<file path="src/rtl/sc_fetch_pkg.sv">
// Shared definitions for the instruction-fetch stage.
//   fetch_state_e : fetch controller states
//   PCSRC_*       : pcsource encodings driven by the control unit
//   NOP_INST      : instruction word loaded on reset (sll $0,$0,0)
package sc_fetch_pkg;

  typedef enum logic [1:0] {
    REQ  = 2'd0,
    EXEC = 2'd1,
    HALT = 2'd2,
    ERR  = 2'd3
  } fetch_state_e;

  localparam logic [1:0] PCSRC_SEQ = 2'b00;
  localparam logic [1:0] PCSRC_BR  = 2'b01;
  localparam logic [1:0] PCSRC_JR  = 2'b10;
  localparam logic [1:0] PCSRC_J   = 2'b11;

  localparam logic [31:0] NOP_INST = 32'h0000_0000;

endpackage

</file>
<file path="src/rtl/sc_npc_mux.sv">
// Combinational next-PC calculator.
//   pc4      : current pc + 4
//   inst     : latched instruction (imm16 for branches, idx26 for jumps)
//   ra       : rs register value, jr target
//   pcsource : PCSRC_SEQ / PCSRC_BR / PCSRC_JR / PCSRC_J
//   npc      : selected next PC, modulo 2^32
module sc_npc_mux
  import sc_fetch_pkg::*;
(
  input  logic [31:0] pc4,
  input  logic [31:0] inst,
  input  logic [31:0] ra,
  input  logic [1:0]  pcsource,
  output logic [31:0] npc
);

  logic [31:0] br_off;
  logic        unused_bits;

  assign br_off = {{14{inst[15]}}, inst[15:0], 2'b00};

  // opcode bits and the low bits of a misaligned jr target play no part
  assign unused_bits = ^{inst[31:26], ra[1:0]};

  always_comb begin
    npc = pc4;
    case (pcsource)
      PCSRC_SEQ: npc = pc4;
      PCSRC_BR:  npc = pc4 + br_off;
      PCSRC_JR:  npc = {ra[31:2], 2'b00};
      PCSRC_J:   npc = {pc4[31:28], inst[25:0], 2'b00};
      default:   npc = pc4;
    endcase
  end

endmodule

</file>
<file path="src/rtl/sc_fetch_unit.sv">
// Instruction-fetch stage feeding the single-cycle control unit.
// Holds the PC, fetches over a req/ack handshake with a timeout, and
// gives each latched instruction one exec_en cycle.
//
//   state | meaning
//   ------+-------------------------------------------------------------
//   REQ   | imem_req high at pc, waiting for imem_ack (timer counts misses)
//   EXEC  | inst valid, exec_en high, pc <= npc at end of cycle
//   HALT  | idle after an instruction while halt is held high
//   ERR   | memory timeout; all strobes low until reset
//
// Ports:
//   clock, reset            : clock, synchronous active-high reset
//   imem_req/addr/ack/rdata : instruction memory handshake
//   inst, op, func          : latched instruction and its fields
//   pc, pc4                 : current pc and pc + 4
//   exec_en                 : one-cycle execute strobe per instruction
//   pcsource, ra            : next-PC select and jr target
//   halt                    : stop after the current instruction
//   fetch_err               : sticky timeout flag
module sc_fetch_unit
  import sc_fetch_pkg::*;
#(
  parameter logic [31:0] RESET_PC = 32'h0000_0000,
  parameter int          TIMEOUT  = 16
) (
  input  logic        clock,
  input  logic        reset,
  output logic        imem_req,
  output logic [31:0] imem_addr,
  input  logic        imem_ack,
  input  logic [31:0] imem_rdata,
  output logic [31:0] inst,
  output logic [5:0]  op,
  output logic [5:0]  func,
  output logic [31:0] pc,
  output logic [31:0] pc4,
  output logic        exec_en,
  input  logic [1:0]  pcsource,
  input  logic [31:0] ra,
  input  logic        halt,
  output logic        fetch_err
);

  localparam int TW = (TIMEOUT > 1) ? $clog2(TIMEOUT) : 1;
  localparam logic [TW-1:0] TIMER_LAST = TW'(TIMEOUT - 1);

  fetch_state_e  state;
  logic [TW-1:0] timer;
  logic [31:0]   npc;

  sc_npc_mux u_npc_mux (
    .pc4      (pc4),
    .inst     (inst),
    .ra       (ra),
    .pcsource (pcsource),
    .npc      (npc)
  );

  always_ff @(posedge clock) begin
    if (reset) begin
      state     <= REQ;
      pc        <= RESET_PC;
      inst      <= NOP_INST;
      timer     <= '0;
      fetch_err <= 1'b0;
    end else begin
      case (state)
        REQ: begin
          if (imem_ack) begin
            inst  <= imem_rdata;
            timer <= '0;
            state <= EXEC;
          end else if (timer == TIMER_LAST) begin
            // last permitted request cycle went unanswered
            fetch_err <= 1'b1;
            state     <= ERR;
          end else begin
            timer <= timer + TW'(1);
          end
        end
        EXEC: begin
          pc    <= npc;
          state <= halt ? HALT : REQ;
        end
        HALT: begin
          if (!halt) state <= REQ;
        end
        ERR: begin
          state <= ERR;
        end
        default: state <= ERR;
      endcase
    end
  end

  // strobes are masked by reset so nothing fires while reset is held
  assign imem_req  = (state == REQ)  && !reset;
  assign exec_en   = (state == EXEC) && !reset;
  assign imem_addr = pc;
  assign pc4       = pc + 32'd4;
  assign op        = inst[31:26];
  assign func      = inst[5:0];

endmodule
</file>
<file path="config.mk">
export PLATFORM = sky130hd
export DESIGN_NAME = sc_fetch_unit
export DESIGN_NICKNAME = d
export VERILOG_FILES = /design/src/rtl/sc_fetch_pkg.sv /design/src/rtl/sc_npc_mux.sv /design/src/rtl/sc_fetch_unit.sv
export SDC_FILE = /design/constraint.sdc
export NUM_CORES = 1
export LEC_CHECK = 0
export CORE_MARGIN = 2
export CORE_UTILIZATION = 30
export CTS_CLUSTER_SIZE = 25
export DETAILED_ROUTE_END_ITERATION = 12
export SLEW_MARGIN = 15
export SYNTH_ARGS = -nofsm -noshare
export SYNTH_HDL_FRONTEND = slang
export SYNTH_HIERARCHICAL = 1
export SYNTH_SLANG_ARGS = --single-unit
</file>
<file path="constraint.sdc">
create_clock -name clock -period 4.3 [get_ports clock]
set_clock_uncertainty 0.15 [all_clocks]
set_input_delay 0.645 -clock clock [delete_from_list [all_inputs] [get_ports clock]]
set_output_delay 0.645 -clock clock [all_outputs]
set_load 0.02 [all_outputs]
</file>
=== After elaboration in Yosys (flattened, before gate mapping) ===
Cells that the tools add are included.

* Word-level logic and storage cells: 36
* Bits in registers: 71

* Reduce and logical (&&, ||, !) cells: 9
* Mux-type cells: 8
* Equal/unequal tests: 10
* Bitwise logic cells: 1
* Add/sub/neg operators: 3

{| class="wikitable"
|+ Operators by type and width
! cell !! count
|-
| one-hot mux 32 bit (4 select lines) || 1
|-
| adder 32 x 3 -> 32 bit (second input constant) || 1
|-
| adder 32 bit || 1
|-
| equality test 2 bit (second input constant) || 4
|-
| 2-to-1 mux 2 bit || 4
|-
| 2-to-1 mux 4 bit || 2
|-
| one-hot mux 2 bit (4 select lines) || 1
|-
| AND reduction 2 bit || 3
|-
| adder 4 x 1 -> 4 bit (second input constant) || 1
|-
| equality test 2 x 1 -> 1 bit (second input constant) || 2
|-
| equality test 4 bit (second input constant) || 1
|-
| zero test 2 bit || 2
|-
| inequality test 2 bit (second input constant) || 2
|-
| inequality test 3 bit (second input constant) || 1
|-
| AND reduction 3 bit || 1
|-
| logical AND 1 bit || 2
|-
| zero test 1 bit || 1
|-
| inverter 1 bit || 1
|}

=== Logic depth before layout (Yosys ltp) ===
* Depth after elaboration: 4
* Mapped depth: 17

=== Hierarchy ===
The synthesis kept the hierarchy.

{| class="wikitable"
|+ Modules (own cells, without submodules)
! module !! seq. area each (µm²) !! area each (µm²) !! cells each !! instances
|-
| sc_fetch_unit || 1,421.4 || 3,485.8 || 413 || 1
|-
| sc_npc_mux || 0.0 || 2,488.6 || 294 || 1
|}

=== Least setup slack after synthesis ===
Ideal clock, no wire load.

* Path kind: reg-to-reg
* Start: register pc[2], in the netlist imem_addr[2]
* End: register pc[27], in the netlist imem_addr[27]
* Stages on the path, launching flop included: 17
* Arrival: 3,918 ps
* Data required time: 4,022 ps
* Setup slack: 104 ps
* Setup time: 128 ps
* Period minus slack after synthesis: 4,196 ps
* Cell sequence: dfxtp_1 > ha_1 > nand4_1 > nor2_2 > nand4_1 > xnor2_1 > ha_1 > buf_2 > nand3_1 > or4_1 > a31oi_1 > nor3_2 > o31ai_2 > xor2_1 > mux4_2 > mux2i_1 > nor2_1

* Word-level cells in the longest chain between the ends: 3

{| class="wikitable"
|+ RTL lines
! item !! line !! RTL
|-
| start: declaration || sc_fetch_unit.sv:36 || <nowiki>output logic [31:0] pc,</nowiki>
|-
| start signal: assignment || sc_fetch_unit.sv:83 || <nowiki>pc <= npc;</nowiki>
|-
| adder 32 x 3 -> 32 bit || sc_fetch_unit.sv:101 || <nowiki>assign pc4 = pc + 32'd4;</nowiki>
|-
| via pc4[20] || sc_fetch_unit.sv:37 || <nowiki>output logic [31:0] pc4,</nowiki>
|-
| adder 32 bit || sc_npc_mux.sv:29 || <nowiki>PCSRC_BR: npc = pc4 + br_off;</nowiki>
|-
| one-hot mux 32 bit (4 select lines) || sc_npc_mux.sv:27 || <nowiki>case (pcsource)</nowiki>
|-
| via npc[27] || sc_fetch_unit.sv:50 || <nowiki>logic [31:0] npc;</nowiki>
|}

The timed path passes the listed nets, and every way through them passes these cells.
A chain may end at the register's enable or synchronous reset.

=== Worst setup path after layout ===
* Start: register pc[6], in the netlist imem_addr[6]
* End: register pc[31], in the netlist imem_addr[31]

* Word-level cells in the longest chain between the ends: 3

{| class="wikitable"
|+ RTL lines
! item !! line
|-
| adder 32 x 3 -> 32 bit (*) || sc_fetch_unit.sv:101
|-
| adder 32 bit || sc_npc_mux.sv:29
|-
| one-hot mux 32 bit (4 select lines) (*) || sc_npc_mux.sv:27
|-
| via npc[31] || sc_fetch_unit.sv:50
|}

The timed path passes the listed nets; every way through them passes the cells marked *.

==> impl_metrics.env <==
export IMPL_finalHoldViolations=0
export IMPL_finalSetupViolCount=0
export IMPL_cts_sink_count=71
export IMPL_ctsResizeCount=0
export IMPL_final_worst_slack_ns=0.250
export IMPL_p_int_mw=2.10
export IMPL_mappedNetlistArea_um2=5970
export IMPL_rr_worst_depth=17
export IMPL_mostFrequentLayoutCell="sky130_fd_sc_hd__clkdlybuf4s50_1"
export IMPL_relative_max_transition_margin_pct=47.0
export IMPL_synth_enable_flop_cells=0
export IMPL_cts_path_max_buffers=2
export IMPL_layout_worst_path_cycle_share_pct=94.2
export IMPL_clkSlewWorstSetupHoldPaths_ns=0.06
export IMPL_dpl_wire_length_um=14700
export IMPL_ys_seq_area_share_pct=23.8
export IMPL_pin_count_of_the_biggest_net_entering_global_routing=48
export IMPL_fin_area_um2=8480
export IMPL_number_of_antenna_violations_at_the_first_check_in_global_routing=1
export IMPL_flop_to_flop_setup_slack_ns=0.25
export IMPL_timing_hold_worst_start="inst[27]$_SDFFE_PP0P_"
export IMPL_worstPathArrival_ns=4.18
export IMPL_p_sw_mw=1.48
export IMPL_chipHeight_um=145
export IMPL_ys_top_cells_by_area="sky130_fd_sc_hd__dfxtp_1, sky130_fd_sc_hd__mux4_2, sky130_fd_sc_hd__ha_1, sky130_fd_sc_hd__mux2i_1, sky130_fd_sc_hd__buf_4"
export IMPL_max_freq_mhz=247
export IMPL_root_buf_cell="sky130_fd_sc_hd__clkbuf_16"
export IMPL_port_buffers=210
export IMPL_detailedPlace_worstSlack_ns=0.262
export IMPL_num_vias=5726
export IMPL_end_kind="register"
export IMPL_cts_setup_buffers=0
export IMPL_dieArea_um2=21100
export IMPL_route_detailed_drc=0
export IMPL_initial_core_util_pct=30.6
export IMPL_cpMaxStageDelayCell="sky130_fd_sc_hd__dfxtp_1"
export IMPL_tritonroute_pass_1_iters=5
export IMPL_power_density_nw_per_um2=422
export IMPL_hp_class="reg2reg"
export IMPL_routabilityCongestion=0.869
export IMPL_design_final_nets=992
export IMPL_cp_data_required_time_ns=4.43
export IMPL_final_max_slew_viol_count=0
export IMPL_peakVddDrop_mv=0.245
export IMPL_timing_max_cap_violations=0
export IMPL_synthCells=707
export IMPL_drt_antenna_violating_nets=0
export IMPL_number_of_placed_i_o_pins=213
export IMPL_num_rows=51
export IMPL_worstSetupStartpointType="register"
export IMPL_tmin_final_ns=4.05
export IMPL_overall_die_width_um=145
export IMPL_worstHoldPathCells=2
export IMPL_run_status="finished clean"
export IMPL_wirelength_um=19400
export IMPL_postPlaceCellArea_um2=8160
export IMPL_crit_path_frequent_cell="sky130_fd_sc_hd__nand3_1"
export IMPL_first_global_vias=5448
export IMPL_timing_setup_tns_ns=0
export IMPL_area_delta_synth_final_pct=41.9
export IMPL_gr_usage_all_layers_pct=18.0
export IMPL_netlist_cell_type_count=68
export IMPL_post_cts_hold_buffer_count=0
export IMPL_power_combinational_fraction_pct=54.3
export IMPL_tritoncts_clock_tree="yes"
export IMPL_synth_top_cell_area_share_pct=23.8
export IMPL_path_cells="nand3_1, nor3_2, buf_4, nand3_1, xnor2_1, ha_1, buf_4, and4_4, a221o_1, a31oi_2, o2111ai_2, a41oi_2, xnor2_1, mux2_1, nand3_1, mux2i_1, nor2_1"
export IMPL_antenna_cells=0
export IMPL_cp_max_fo=8
export IMPL_synth_area_leader="sky130_fd_sc_hd__dfxtp_1"
export IMPL_worstSkewPairLatency_ns=0.35
export IMPL_most_common_layout_cells="sky130_fd_sc_hd__clkdlybuf4s50_1, sky130_fd_sc_hd__nand2_1, sky130_fd_sc_hd__dfxtp_1"
export IMPL_detail_route_iter0_violations=378
export IMPL_core_area_um2=19500
export IMPL_power_leakage_nw=3.35
export IMPL_tightestPinTransition_ns=0.794
export IMPL_yosys_warnings=6
export IMPL_synth_seq_cells=71
export IMPL_syn_mean_instance_area_um2=8.45
export IMPL_rsz0062_at_grt="false"
export IMPL_slowest_stage_delay_on_critical_path_ns=0.44
export IMPL_proportion_of_register_bits_with_asynchronous_set_or_reset_after_synthesis_pct=0
export IMPL_gr_total_overflow=0
export IMPL_swShare_pct=41.4
export IMPL_synth_net_count=813
export IMPL_cts_made_buffers=9
export IMPL_holdPathEnd="inst[27]$_SDFFE_PP0P_"
export IMPL_whs_ns=0.320
export IMPL_grt_pass1_wl_um=30400
export IMPL_post_drt_via_cell_ratio=4.95
export IMPL_drive_above_1_share_pct=13.9
export IMPL_share_seq_of_total_power_pct=25.6
export IMPL_postSynth_topFlopCell="sky130_fd_sc_hd__dfxtp_1"
export IMPL_route_detailed_wl_per_inst_um=16.8
export IMPL_critPathLaunch="imem_addr[6]$_SDFFE_PP0N_"
export IMPL_power_share_clock_pct=20.1
export IMPL_cts_htree_levels=3
export IMPL_crit_reg2reg_capture="imem_addr[31]$_SDFFE_PP0N_"
export IMPL_reg2reg_from="imem_addr[6]$_SDFFE_PP0N_"
export IMPL_setup_worst_path_class="reg2reg"
[cells in the mapped netlist, drive strengths merged, types with 13 or more instances]
| master | n |
|---|---|
| nand2 | 98 |
| buf | 73 |
| dfxtp | 71 |
| nor2 | 65 |
| a21oi | 60 |
| xnor2 | 39 |
| mux2i | 38 |
| ha | 35 |
| nand3 | 28 |
| mux4 | 23 |
| a21o | 16 |
| nand4 | 14 |
| clkbuf | 13 |
| o21ai | 13 |
[cell type report]
class | instances | area, um2
clock buffer | 13 | 260
clock inverter | 3 | 17.5
fill | 1972 | 11100
inverter | 12 | 45.0
multi-input combinational | 537 | 3970
sequential | 71 | 1420
tap | 265 | 332
timing repair buffer | 255 | 2420
[worst max-delay path by stage]
stage               slack, ns  depth (start not counted)                         end
floorplan                0.10                         16  imem_addr[27]$_SDFFE_PP0N_
global placement         0.28                         15  imem_addr[27]$_SDFFE_PP0N_
detailed placement       0.26                         15  imem_addr[27]$_SDFFE_PP0N_
CTS                      0.22                         15  imem_addr[27]$_SDFFE_PP0N_
global route             0.02                         15  imem_addr[31]$_SDFFE_PP0N_
finish                   0.25                         17  imem_addr[31]$_SDFFE_PP0N_
[metrics by stage]
stage	power (mW)	util, %	instances
after floorplan	2.16	-	707
after global placement	2.85	41.8	1140
after detailed placement	2.87	41.8	1140
after CTS	3.61	43.2	1156
after global routing	3.79	43.4	1156
final	3.57	43.4	1156
[critical path, delay by kind of cell, from the launching register on]
family	cells	cell delay [ns]
xor gates and xnor gates	2	0.44
adders and majority gates	1	0.31
muxes	2	0.41
buffers and inverters	2	0.38
and+or+nand+nor	6	0.84
DFF	1	0.44
AOI/OAI and AO/OA	4	0.99
[logic make-up after synthesis]
family          Yosys count  share of synthesized area (%)
simple gates            244                           18.8
compound gates          139                           15.8
buf+inv                  99                           10.3
flops                    71                           23.8
mux                      67                           16.2
xor+xnor                 51                           7.48
fa+ha+maj                36                           7.66
[registers in the layout, summed over array words and instances, names as in the netlist]
register and cells:
fetch_err 1, imem_addr 32, inst 32, state 2, timer 4
[routing by layer]
metal,routed length (um),up-vias,track usage (%)
met2,8890,180,29.4
li1,-,2825,-
met5,13,-,0
met1,9150,2703,24.5
met3,1050,16,3.08
met4,259,2,5.34
[power by group through the flow]
stage	Combinational [mW]	Sequential, mW	Clock (mW)
after global placement	1.93	0.926	0
after floorplan	1.13	1.03	0
after CTS	1.95	0.915	0.741
final	1.94	0.914	0.718
after detailed placement	1.94	0.928	0
after global routing	2.09	0.936	0.765
Note: power is estimated with default switching activity, not from simulation.
==> RTL edit, RTL diff (same flow settings) <==
Encoding of `fetch_state_e`: now one-hot (4 bits for 4 states).
--- a/src/rtl/sc_fetch_pkg.sv
+++ b/src/rtl/sc_fetch_pkg.sv
@@ -5,9 +5,9 @@
 package sc_fetch_pkg;
 
-  typedef enum logic [1:0] {
-    REQ  = 2'd0,
-    EXEC = 2'd1,
-    HALT = 2'd2,
-    ERR  = 2'd3
+  typedef enum logic [3:0] {
+    REQ  = 4'b0001,
+    EXEC = 4'b0010,
+    HALT = 4'b0100,
+    ERR  = 4'b1000
   } fetch_state_e;
 
Check against the original RTL: no difference found for any inputs over 4 cycles, from zero or initial values and one cycle with reset high; so few cycles prove little.
==> RTL edit against the original RTL <==
Maximum frequency grew 0.27%. Critical path depth is 2 lower. Via count rose by 5.7%. Cell area up 0.68%. Worst setup slack gained 0.011 ns. Sequential cell count is 2 higher. Count of clock-buffer cells in the layout fell by 2. Routed wire length increased by 8.7%. Utilization grew 0.29 points. Synthesized area increased by 0.54%.
Power is not compared: it rests on default switching activity, and its combinational part moved more than twofold at a synthesized area within 25%.
==> RTL edit: results (changes against the original RTL) <==
\begin{tabular}{lr}
\hline
Metric & Value \\
\hline
\multicolumn{2}{l}{\textbf{Route}} \\
\quad DR WL met2 & 10,000 um (was 8890 um) \\
\quad Max Used Layer & met4 (was met5) \\
\quad Final routed wire length divided by cell count & 17.7 um (was 16.8 um) \\
\quad DR WL met3 & 1100 um (was 1050 um) \\
\quad Drt first-iter violations & 443 (was 378) \\
\quad Detailed-route wire length on metal 1 & 9600 um (was 9150 um) \\
\multicolumn{2}{l}{\textbf{STA}} \\
\quad Hold WS & 0.323 ns (was 0.320 ns) \\
\quad Worst Max-Slew Pin Slew & 0.968 ns (was 0.794 ns) \\
\multicolumn{2}{l}{\textbf{GRT}} \\
\quad Met2 Use GR & 31.9\% (was 29.4\%) \\
\quad Maximum number of pins on one net before global-route repair & 35 (was 48) \\
\quad Initial antenna violation count & 2 (was 1) \\
\quad Global router's overall resource usage & 19.7\% (was 18.0\%) \\
\quad Met3 capacity usage during global routing & 3.76\% (was 3.08\%) \\
\quad Wire length of the first global-routing pass & 32,900 um (was 30,400 um) \\
\quad GR Layer Usage met1 & 26.7\% (was 24.5\%) \\
\multicolumn{2}{l}{\textbf{Logic synthesis}} \\
\quad Count of unique library cells instantiated by Yosys & 72 (was 68) \\
\quad Average footprint of a synthesized cell & 8.04 um2 (was 8.45 um2) \\
\quad Compound-cell area share of the yosys netlist & 18.6\% (was 15.8\%) \\
\quad Fraction of synthesized cell area in xor and xnor cells & 7.58\% (was 7.48\%) \\
\quad Synthesized Nets & 849 (was 813) \\
\quad Main area contributors after synthesis & sky130\_fd\_sc\_hd\_\_dfxtp\_1, sky130\_fd\_sc\_hd\_\_nand2\_1, sky130\_fd\_sc\_hd\_\_mux4\_2, sky130\_fd\_sc\_hd\_\_a21oi\_1, sky130\_fd\_sc\_hd\_\_ha\_1 (was sky130\_fd\_sc\_hd\_\_dfxtp\_1, sky130\_fd\_sc\_hd\_\_mux4\_2, sky130\_fd\_sc\_hd\_\_ha\_1, sky130\_fd\_sc\_hd\_\_mux2i\_1, sky130\_fd\_sc\_hd\_\_buf\_4) \\
\quad Proportion of synthesized area in mux cells & 10.4\% (was 16.2\%) \\
\multicolumn{2}{l}{\textbf{Placed design}} \\
\quad Placer congestion estimate & 0.896 (was 0.869) \\
\quad Number of instances in the placed design & 1,172 (was 1,140) \\
\quad Placement-stage worst setup slack & 0.167 ns (was 0.262 ns) \\
\multicolumn{2}{l}{\textbf{Finish}} \\
\quad Fraction of final layout cells with drive strength greater than 1 & 13.1\% (was 13.9\%) \\
\multicolumn{2}{l}{\textbf{Status}} \\
\quad Run status & completed (unchanged) \\
\hline
\end{tabular}
[RTL edit: power by group through the flow]
stage	clock [mW]	combinational, mW	sequential [mW]
after CTS	0.881	0.404	0.733
after detailed placement	0	0.403	0.748
final	0.863	0.403	0.733
after global routing	0.914	0.434	0.737
after floorplan	0	0.216	0.763
after global placement	0	0.400	0.747
[RTL edit: timing repair]
action,in CTS,in global routing
endpoints found under the setup margin,0,7
hold buffers,0,0
resized for setup,0,11
[RTL edit: path summary, 6_finish.rpt]
path	endpoint	depth (start not counted)	start
min	inst[25]	2	inst[25]
max reg2reg	imem_addr[27]	15	imem_addr[10]
min reg2reg	inst[25]	2	inst[25]
max	imem_addr[27]	15	imem_addr[10]
[RTL edit: layout make-up]
type	instances	area, um2
Multi-Input combinational cell	574	3980
Inverter	12	45.0
Sequential cell	73	1460
Clock buffer	11	253
Tap cell	265	332
Antenna cell	2	5.00
Clock inverter	5	77.6
Timing Repair Buffer	248	2380
Fill cell	2009	11000
[RTL edit: critical path, stage by stage, from the launching register on]
cell and delay (ns):
sky130_fd_sc_hd__dfxtp_2 0.38, sky130_fd_sc_hd__nand4_2 0.20, sky130_fd_sc_hd__nor4b_4 0.32, sky130_fd_sc_hd__buf_6 0.20, sky130_fd_sc_hd__nand2_1 0.10, sky130_fd_sc_hd__xnor2_2 0.16
sky130_fd_sc_hd__ha_2 0.41, sky130_fd_sc_hd__nand4_1 0.16, sky130_fd_sc_hd__or4_1 0.50, sky130_fd_sc_hd__a31oi_1 0.21, sky130_fd_sc_hd__nor3_2 0.09, sky130_fd_sc_hd__o31ai_2 0.28
sky130_fd_sc_hd__xor2_1 0.15, sky130_fd_sc_hd__mux4_2 0.46, sky130_fd_sc_hd__nand2_1 0.07, sky130_fd_sc_hd__a21oi_1 0.06
